===== src/rtl/load_req_encoder.sv =====
// load_req_encoder
// Encodes per-register write requests into a binary destination index.
// A round-robin arbiter picks one requester, presents its index with a
// valid/ready handshake, and returns a one-hot grant on acceptance.
// Multi-request arbitrations are flagged and counted (saturating).
//
// state   | meaning
// --------+-----------------------------------------------------------
// IDLE    | no pending request; arbitrate whenever any req bit is set
// HOLD    | dest_reg/dest_valid held until dest_valid & dest_ready

module load_req_encoder #(
    parameter int IDX_W = 2,
    parameter int CNT_W = 8
) (
    input  logic                    clk,
    input  logic                    reset_n,
    input  logic [(1<<IDX_W)-1:0]   req,
    output logic [IDX_W-1:0]        dest_reg,
    output logic                    dest_valid,
    input  logic                    dest_ready,
    output logic [(1<<IDX_W)-1:0]   grant,
    output logic                    conflict,
    output logic [CNT_W-1:0]        conflict_cnt
);

    localparam int NUM_REQ = 1 << IDX_W;

    localparam logic [0:0] ST_IDLE = 1'b0;
    localparam logic [0:0] ST_HOLD = 1'b1;

    logic [0:0]       state_q, state_d;
    logic [IDX_W-1:0] last_q, last_d;
    logic [IDX_W-1:0] dest_reg_q, dest_reg_d;
    logic             dest_valid_q, dest_valid_d;
    logic             conflict_q, conflict_d;
    logic [CNT_W-1:0] conflict_cnt_q, conflict_cnt_d;

    logic [IDX_W-1:0] win_idx;
    logic             win_found;
    logic             multi_req;
    logic             handshake;

    // Round-robin search: start one past the last winner and wrap around.
    // The index arithmetic wraps naturally because it is IDX_W bits wide.
    always_comb begin
        logic [IDX_W-1:0] idx_c;
        win_idx   = '0;
        win_found = 1'b0;
        idx_c     = '0;
        for (int k = 1; k <= NUM_REQ; k++) begin
            idx_c = last_q + IDX_W'(k);
            if (!win_found && req[idx_c]) begin
                win_idx   = idx_c;
                win_found = 1'b1;
            end
        end
    end

    // Two or more bits set: clearing the lowest set bit leaves something.
    always_comb begin
        multi_req = |(req & (req - NUM_REQ'(1)));
    end

    assign handshake = dest_valid_q & dest_ready;

    // One-hot grant to the held index, only in the accepting cycle.
    always_comb begin
        grant = '0;
        if (handshake) begin
            grant[dest_reg_q] = 1'b1;
        end
    end

    // Next-state logic for the arbitration/hold FSM and conflict tracking.
    always_comb begin
        state_d        = state_q;
        last_d         = last_q;
        dest_reg_d     = dest_reg_q;
        dest_valid_d   = dest_valid_q;
        conflict_d     = 1'b0;
        conflict_cnt_d = conflict_cnt_q;
        case (state_q)
            ST_IDLE: begin
                if (win_found) begin
                    dest_reg_d   = win_idx;
                    dest_valid_d = 1'b1;
                    state_d      = ST_HOLD;
                    conflict_d   = multi_req;
                    if (multi_req && (conflict_cnt_q != {CNT_W{1'b1}})) begin
                        conflict_cnt_d = conflict_cnt_q + CNT_W'(1);
                    end
                end
            end
            ST_HOLD: begin
                // req is deliberately ignored here: a withdrawn request
                // still completes once the write path accepts it.
                if (handshake) begin
                    last_d       = dest_reg_q;
                    dest_valid_d = 1'b0;
                    state_d      = ST_IDLE;
                end
            end
            default: begin
                state_d      = ST_IDLE;
                dest_valid_d = 1'b0;
            end
        endcase
    end

    // State registers; the pointer resets to NUM_REQ-1 so index 0 wins first.
    always_ff @(posedge clk or negedge reset_n) begin
        if (!reset_n) begin
            state_q        <= ST_IDLE;
            last_q         <= {IDX_W{1'b1}};
            dest_reg_q     <= '0;
            dest_valid_q   <= 1'b0;
            conflict_q     <= 1'b0;
            conflict_cnt_q <= '0;
        end else begin
            state_q        <= state_d;
            last_q         <= last_d;
            dest_reg_q     <= dest_reg_d;
            dest_valid_q   <= dest_valid_d;
            conflict_q     <= conflict_d;
            conflict_cnt_q <= conflict_cnt_d;
        end
    end

    assign dest_reg     = dest_reg_q;
    assign dest_valid   = dest_valid_q;
    assign conflict     = conflict_q;
    assign conflict_cnt = conflict_cnt_q;

endmodule


===== config.mk =====
export PLATFORM = sky130hd
export DESIGN_NAME = load_req_encoder
export DESIGN_NICKNAME = d
export VERILOG_FILES = /design/src/rtl/load_req_encoder.sv
export SDC_FILE = /design/constraint.sdc
export NUM_CORES = 1
export LEC_CHECK = 0
export ABC_AREA = 1
export CELL_PAD_IN_SITES_DETAIL_PLACEMENT = 1
export CELL_PAD_IN_SITES_GLOBAL_PLACEMENT = 2
export CORE_AREA = 2 2 62 64
export DETAILED_ROUTE_END_ITERATION = 16
export DIE_AREA = 0 0 64 66
export GPL_TIMING_DRIVEN = 0
export PLACE_DENSITY = 0.86
export SLEW_MARGIN = 10
export SYNTH_ARGS = -nofsm -noshare
export SYNTH_HDL_FRONTEND = slang
export SYNTH_SLANG_ARGS = --single-unit

===== constraint.sdc =====
create_clock -name clk -period 2.7 [get_ports clk]
set_input_delay 0.54 -clock clk [delete_from_list [all_inputs] [get_ports clk]]
set_output_delay 0.54 -clock clk [all_outputs]
set_load 0.02 [all_outputs]

# ---- Word-level counts from Yosys, hierarchy flattened
# Index checks and enable logic that the tools add are counted.
dict set report totals {
  ff_bits 15
  out_inout_bits 16
  elab_cells 63
}
dict set report op_classes {
  n_reduce_logical 13
  n_lt_le_gt_ge 6
  n_bitwise 3
  addsub 5
  eq_ne 3
  muxes 27
}
# operator count
set op_table {}
lappend op_table {{less-than comparator 2 x 3 -> 1 bit (second input constant)} 5}
lappend op_table {{2-to-1 mux 1 bit} 15}
lappend op_table {{adder 8 x 1 -> 8 bit (second input constant)} 1}
lappend op_table {{binary-select mux 1 bit (select 2 bit)} 4}
lappend op_table {{2-to-1 mux 2 bit} 4}
lappend op_table {{!= test 8 bit (second input constant)} 1}
lappend op_table {{AND reduction 2 bit} 3}
lappend op_table {{logical AND 1 bit} 5}
lappend op_table {{adder 2 bit (second input constant)} 2}
lappend op_table {{AND 4 bit} 1}
lappend op_table {{2-to-1 mux 4 bit} 1}
lappend op_table {{case mux 1 bit (2 select lines)} 2}
lappend op_table {{OR reduction 4 bit} 1}
lappend op_table {{subtractor 4 x 1 -> 4 bit (second input constant)} 1}
lappend op_table {{logical NOT 1 bit} 3}
lappend op_table {{AND reduction 3 bit} 1}
lappend op_table {{adder 2 x 1 -> 2 bit (second input constant)} 1}
lappend op_table {{demux 1 bit (select 2 bit)} 1}
lappend op_table {{>= comparator 2 x 1 -> 1 bit (second input constant)} 1}
lappend op_table {{!= test 2 x 1 -> 1 bit (second input constant)} 1}
lappend op_table {{!= test 2 bit (second input constant)} 1}
lappend op_table {{AND 1 bit} 1}
lappend op_table {{inverter 1 bit} 1}

# ---- Depth between registers and ports, before layout
dict set report logic_depth {
  depth_word 15
  depth_mapped 12
  depth_no_buf 11
}

# ---- Worst setup path after synthesis
# OpenSTA, ideal clock, no wires.
dict set report synth_timing {
  kind {register to output}
  start {register dest_valid_q (netlist: dest_valid)}
  end {output grant[0]}
  path_stages_with_launch 3
  t_arrival_ps 1137
  setup_slack_ps 1023
  path_cell_list {dfrtp_1 nand2_1 nor3_1}
}
dict set report synth_between {
  elab_chain_cells 2
}
# element line_no
set synth_rtl {}
lappend synth_rtl {{from (decl)} 35} ;# logic dest_valid_q, dest_valid_d;
lappend synth_rtl {{from (signal assigned)} 124} ;# dest_valid_q <= dest_valid_d;
lappend synth_rtl {{AND 1 bit} 65} ;# assign handshake = dest_valid_q & dest_ready;
lappend synth_rtl {{2-to-1 mux 4 bit} 70} ;# if (handshake) begin
lappend synth_rtl {{to (decl)} 22} ;# output logic [(1<<IDX_W)-1:0] grant,
# No other way between the ends.

# ---- Worst setup path in the final report
dict set report layout_timing {
  start {input dest_ready}
  end {output grant[2]}
}
dict set report layout_between {
  elab_chain_cells 2
}
# element line_no
set layout_rtl {}
lappend layout_rtl {{from (decl)} 21} ;# input logic dest_ready,
lappend layout_rtl {{AND 1 bit} 65}
lappend layout_rtl {{2-to-1 mux 4 bit} 70}
# No other way between the ends.

==> flow_metrics.py <==
metrics = {
    "place": {
        "gp_congestion": 0.719,
        "place_ws_ns": 0.201,
        "hpwl_microns": 1980,
        "io_buffer_count": 22,
    },
    "timing": {
        "skew_ns": 0.00239,
        "rsz0062_at_grt": "no",
        "finalSetupViolCount": 0,
        "finalMaxSlewViolations": 0,
        "clock.fmax_mhz": 402,
        "min_period_ns": 2.49,
        "tightestPinTransition_ns": 0.658,
        "timing.slew.headroom_pct": 56.0,
        "tns_ns": 0,
        "period_share_pct": 92.1,
        "fin_ws_ns": 0.214,
        "hold_viol": 0,
    },
    "finish": {
        "area_growth_pct": 29.7,
        "layout_common_cells": "nand2_1, clkdlybuf4s50_1, dfrtp_1",
        "largest_register_ffs": 8,
        "drive_gt1_share_pct": 21.1,
        "final_nets": 170,
        "layout_commonest_cell": "nand2_1",
        "diodes": 0,
    },
    "floorplan": {
        "ios": 23,
        "core_sq_um": 3550,
        "die_h_microns": 66,
        "rows": 22,
        "die_w_microns": 64,
        "start_util_pct": 29.1,
        "dieArea_sq_um": 4220,
    },
    "clock_tree": {
        "cts_setup_buffers": 0,
        "clk_pin_slew_ns": 0.08,
        "cts_tree": "built",
        "hold_buffers": 0,
        "clock_path_buffers": 2,
        "cts_sinks": 15,
        "cts_resized": 0,
        "htreeDepth": 1,
        "clock-root-buffer": "clkbuf_4",
        "clock_latency_ns": 0.27,
        "cts-buffers-inserted": 3,
    },
    "yosys": {
        "yosys.area.top_type_share_pct": 31.5,
        "synth.area.top_cells": "dfrtp_1, nand2_1, nand2_2",
        "ys_seq_area_share_pct": 36.6,
        "netlist_area_sq_um": 1030,
        "synthFlopType": "dfrtp_1",
        "synth_top_area_cell": "dfrtp_1",
        "async_flop_share_pct": 100,
        "ys_seq_elements": 15,
        "syn_nets": 143,
        "synth_edf_count": 0,
        "yosysUniqueCellTypes": 24,
        "avgSynthCellArea_sq_um": 7.65,
        "ys_warn_count": 0,
        "synth_cells": 135,
    },
    "power_and_ir_drop": {
        "leakage_nw": 0.629,
        "p_int_w": 0.000769,
        "power.net_switching_w": 0.000741,
        "max-vdd-ir-drop_mv": 0.482,
        "p_sw_share_pct": 49.1,
        "p_per_area_nw_per_um2": 1130,
        "power_frac_clock_pct": 8.2,
        "seqPwrFrac_pct": 27.5,
        "p_comb_share_pct": 64.3,
    },
    "grt": {
        "grt_pass1_wl_microns": 4390,
        "gr-total-overflow": 0,
        "grt_max_degree": 16,
        "grt_pass1_vias": 1024,
        "antenna_found_initial": 0,
        "grt_usage_pct": 13.0,
    },
    "detailed_routing": {
        "antenna_left": 0,
        "drt_iter0_markers": 13,
        "drc": 0,
        "via_per_inst": 4.45,
        "routed_wl_microns": 2360,
        "via_count": 930,
        "drt-pass1-iter-count": 4,
        "routedWlPerCell_microns": 11.3,
    },
    "worst_setup_path": {
        "critPathCaptureType": "primary output",
        "cp.arrival_ns": 1.95,
        "critPathMaxFanout": 6,
        "worst_setup_path_start_kind": "input port",
        "critPathKind": "input port to primary output",
        "required_ns": 2.16,
    },
    "run": {
        "drv_cap": 0,
    },
    "status": {
        "outcome": "finished, final reports clean",
    },
    "hold_path": {
        "holdCritPathClass": "flip-flop to flip-flop",
    },
}
## worst paths after layout
path                                 start               to  depth (start not counted)  slack (ns)
worst max-delay path            dest_ready         grant[2]                          4        0.21
worst min-delay path               state_q         conflict                          1        0.49
worst max register to register   last_q[0]       dest_valid                         10        1.08
worst min register to register     state_q         conflict                          1        0.49
max in group asynchronous          reset_n          state_q                          1        1.62
min in group asynchronous          reset_n  conflict_cnt[4]                          1        0.66
## synth_stat cells (3+ instances only)
cell type / n
xnor2_1: 5
dfrtp_1: 13
nand3_1: 11
nor2_1: 7
inv_1: 10
o21ai_0: 5
inv_2: 3
nand2_4: 5
nand2_1: 42
nand2_2: 9
nor3_1: 4
## cells by family after synthesis
group                      after synthesis  share of synthesized area [%]
AOI/OAI and AO/OA                        8                           4.48
xor gates and xnor gates                 7                           5.94
adders and majority gates                1                           1.21
buffers and inverters                   18                           9.21
DFF                                     15                           36.6
and+or+nand+nor                         86                           42.5
## power groups by stage
stage | Sequential [W] | Combinational (W) | Clock [W]
floorplan | 0.000483 | 0.000618 | 0
global placement | 0.000417 | 0.000964 | 0
detailed placement | 0.000420 | 0.000990 | 0
CTS | 0.000418 | 0.000993 | 0.000130
global route | 0.000433 | 0.00109 | 0.000145
finish | 0.000415 | 0.000971 | 0.000124
## layout make-up
class / count / area, sq um
inverter: 16 / 72.6
tap: 48 / 60.1
sequential: 15 / 378
fill: 434 / 2210
multi-input combinational: 102 / 559
clock buffer: 4 / 26.3
buffer: 2 / 22.5
timing repair buffer: 22 / 220
## metrics by stage
step | hold WS [ns] | util, % | instances | area (sq um) | power [W]
final | 0.490 | 37.7 | 209 | 1340 | 0.00151
after global routing | 0.517 | 37.7 | 209 | 1340 | 0.00167
after CTS | 0.505 | 37.7 | 209 | 1340 | 0.00154
after detailed placement | 0.490 | 37.0 | 205 | 1310 | 0.00141
after global placement | 0.492 | 37.0 | 205 | 1310 | 0.00138
after floorplan | 0.244 | - | 135 | 1030 | 0.00110
## layer usage
| metal | track usage [%] | wire [microns] | up-vias |
|---|---|---|---|
| li1 | - | - | 472 |
| met1 | 13.5 | 1000 | 446 |
| met2 | 26.3 | 1320 | 10 |
| met3 | 1.53 | 30 | 2 |
| met4 | 4.89 | 10 | 0 |
| met5 | 0 | 0 | - |
## worst max-delay path, cell delays in order
cell and delay [ns]:
clkdlybuf4s50_1 0.46, nand2_1 0.13, nor3_1 0.17, clkdlybuf4s50_1 0.64
(Power assumes the default switching activity.)
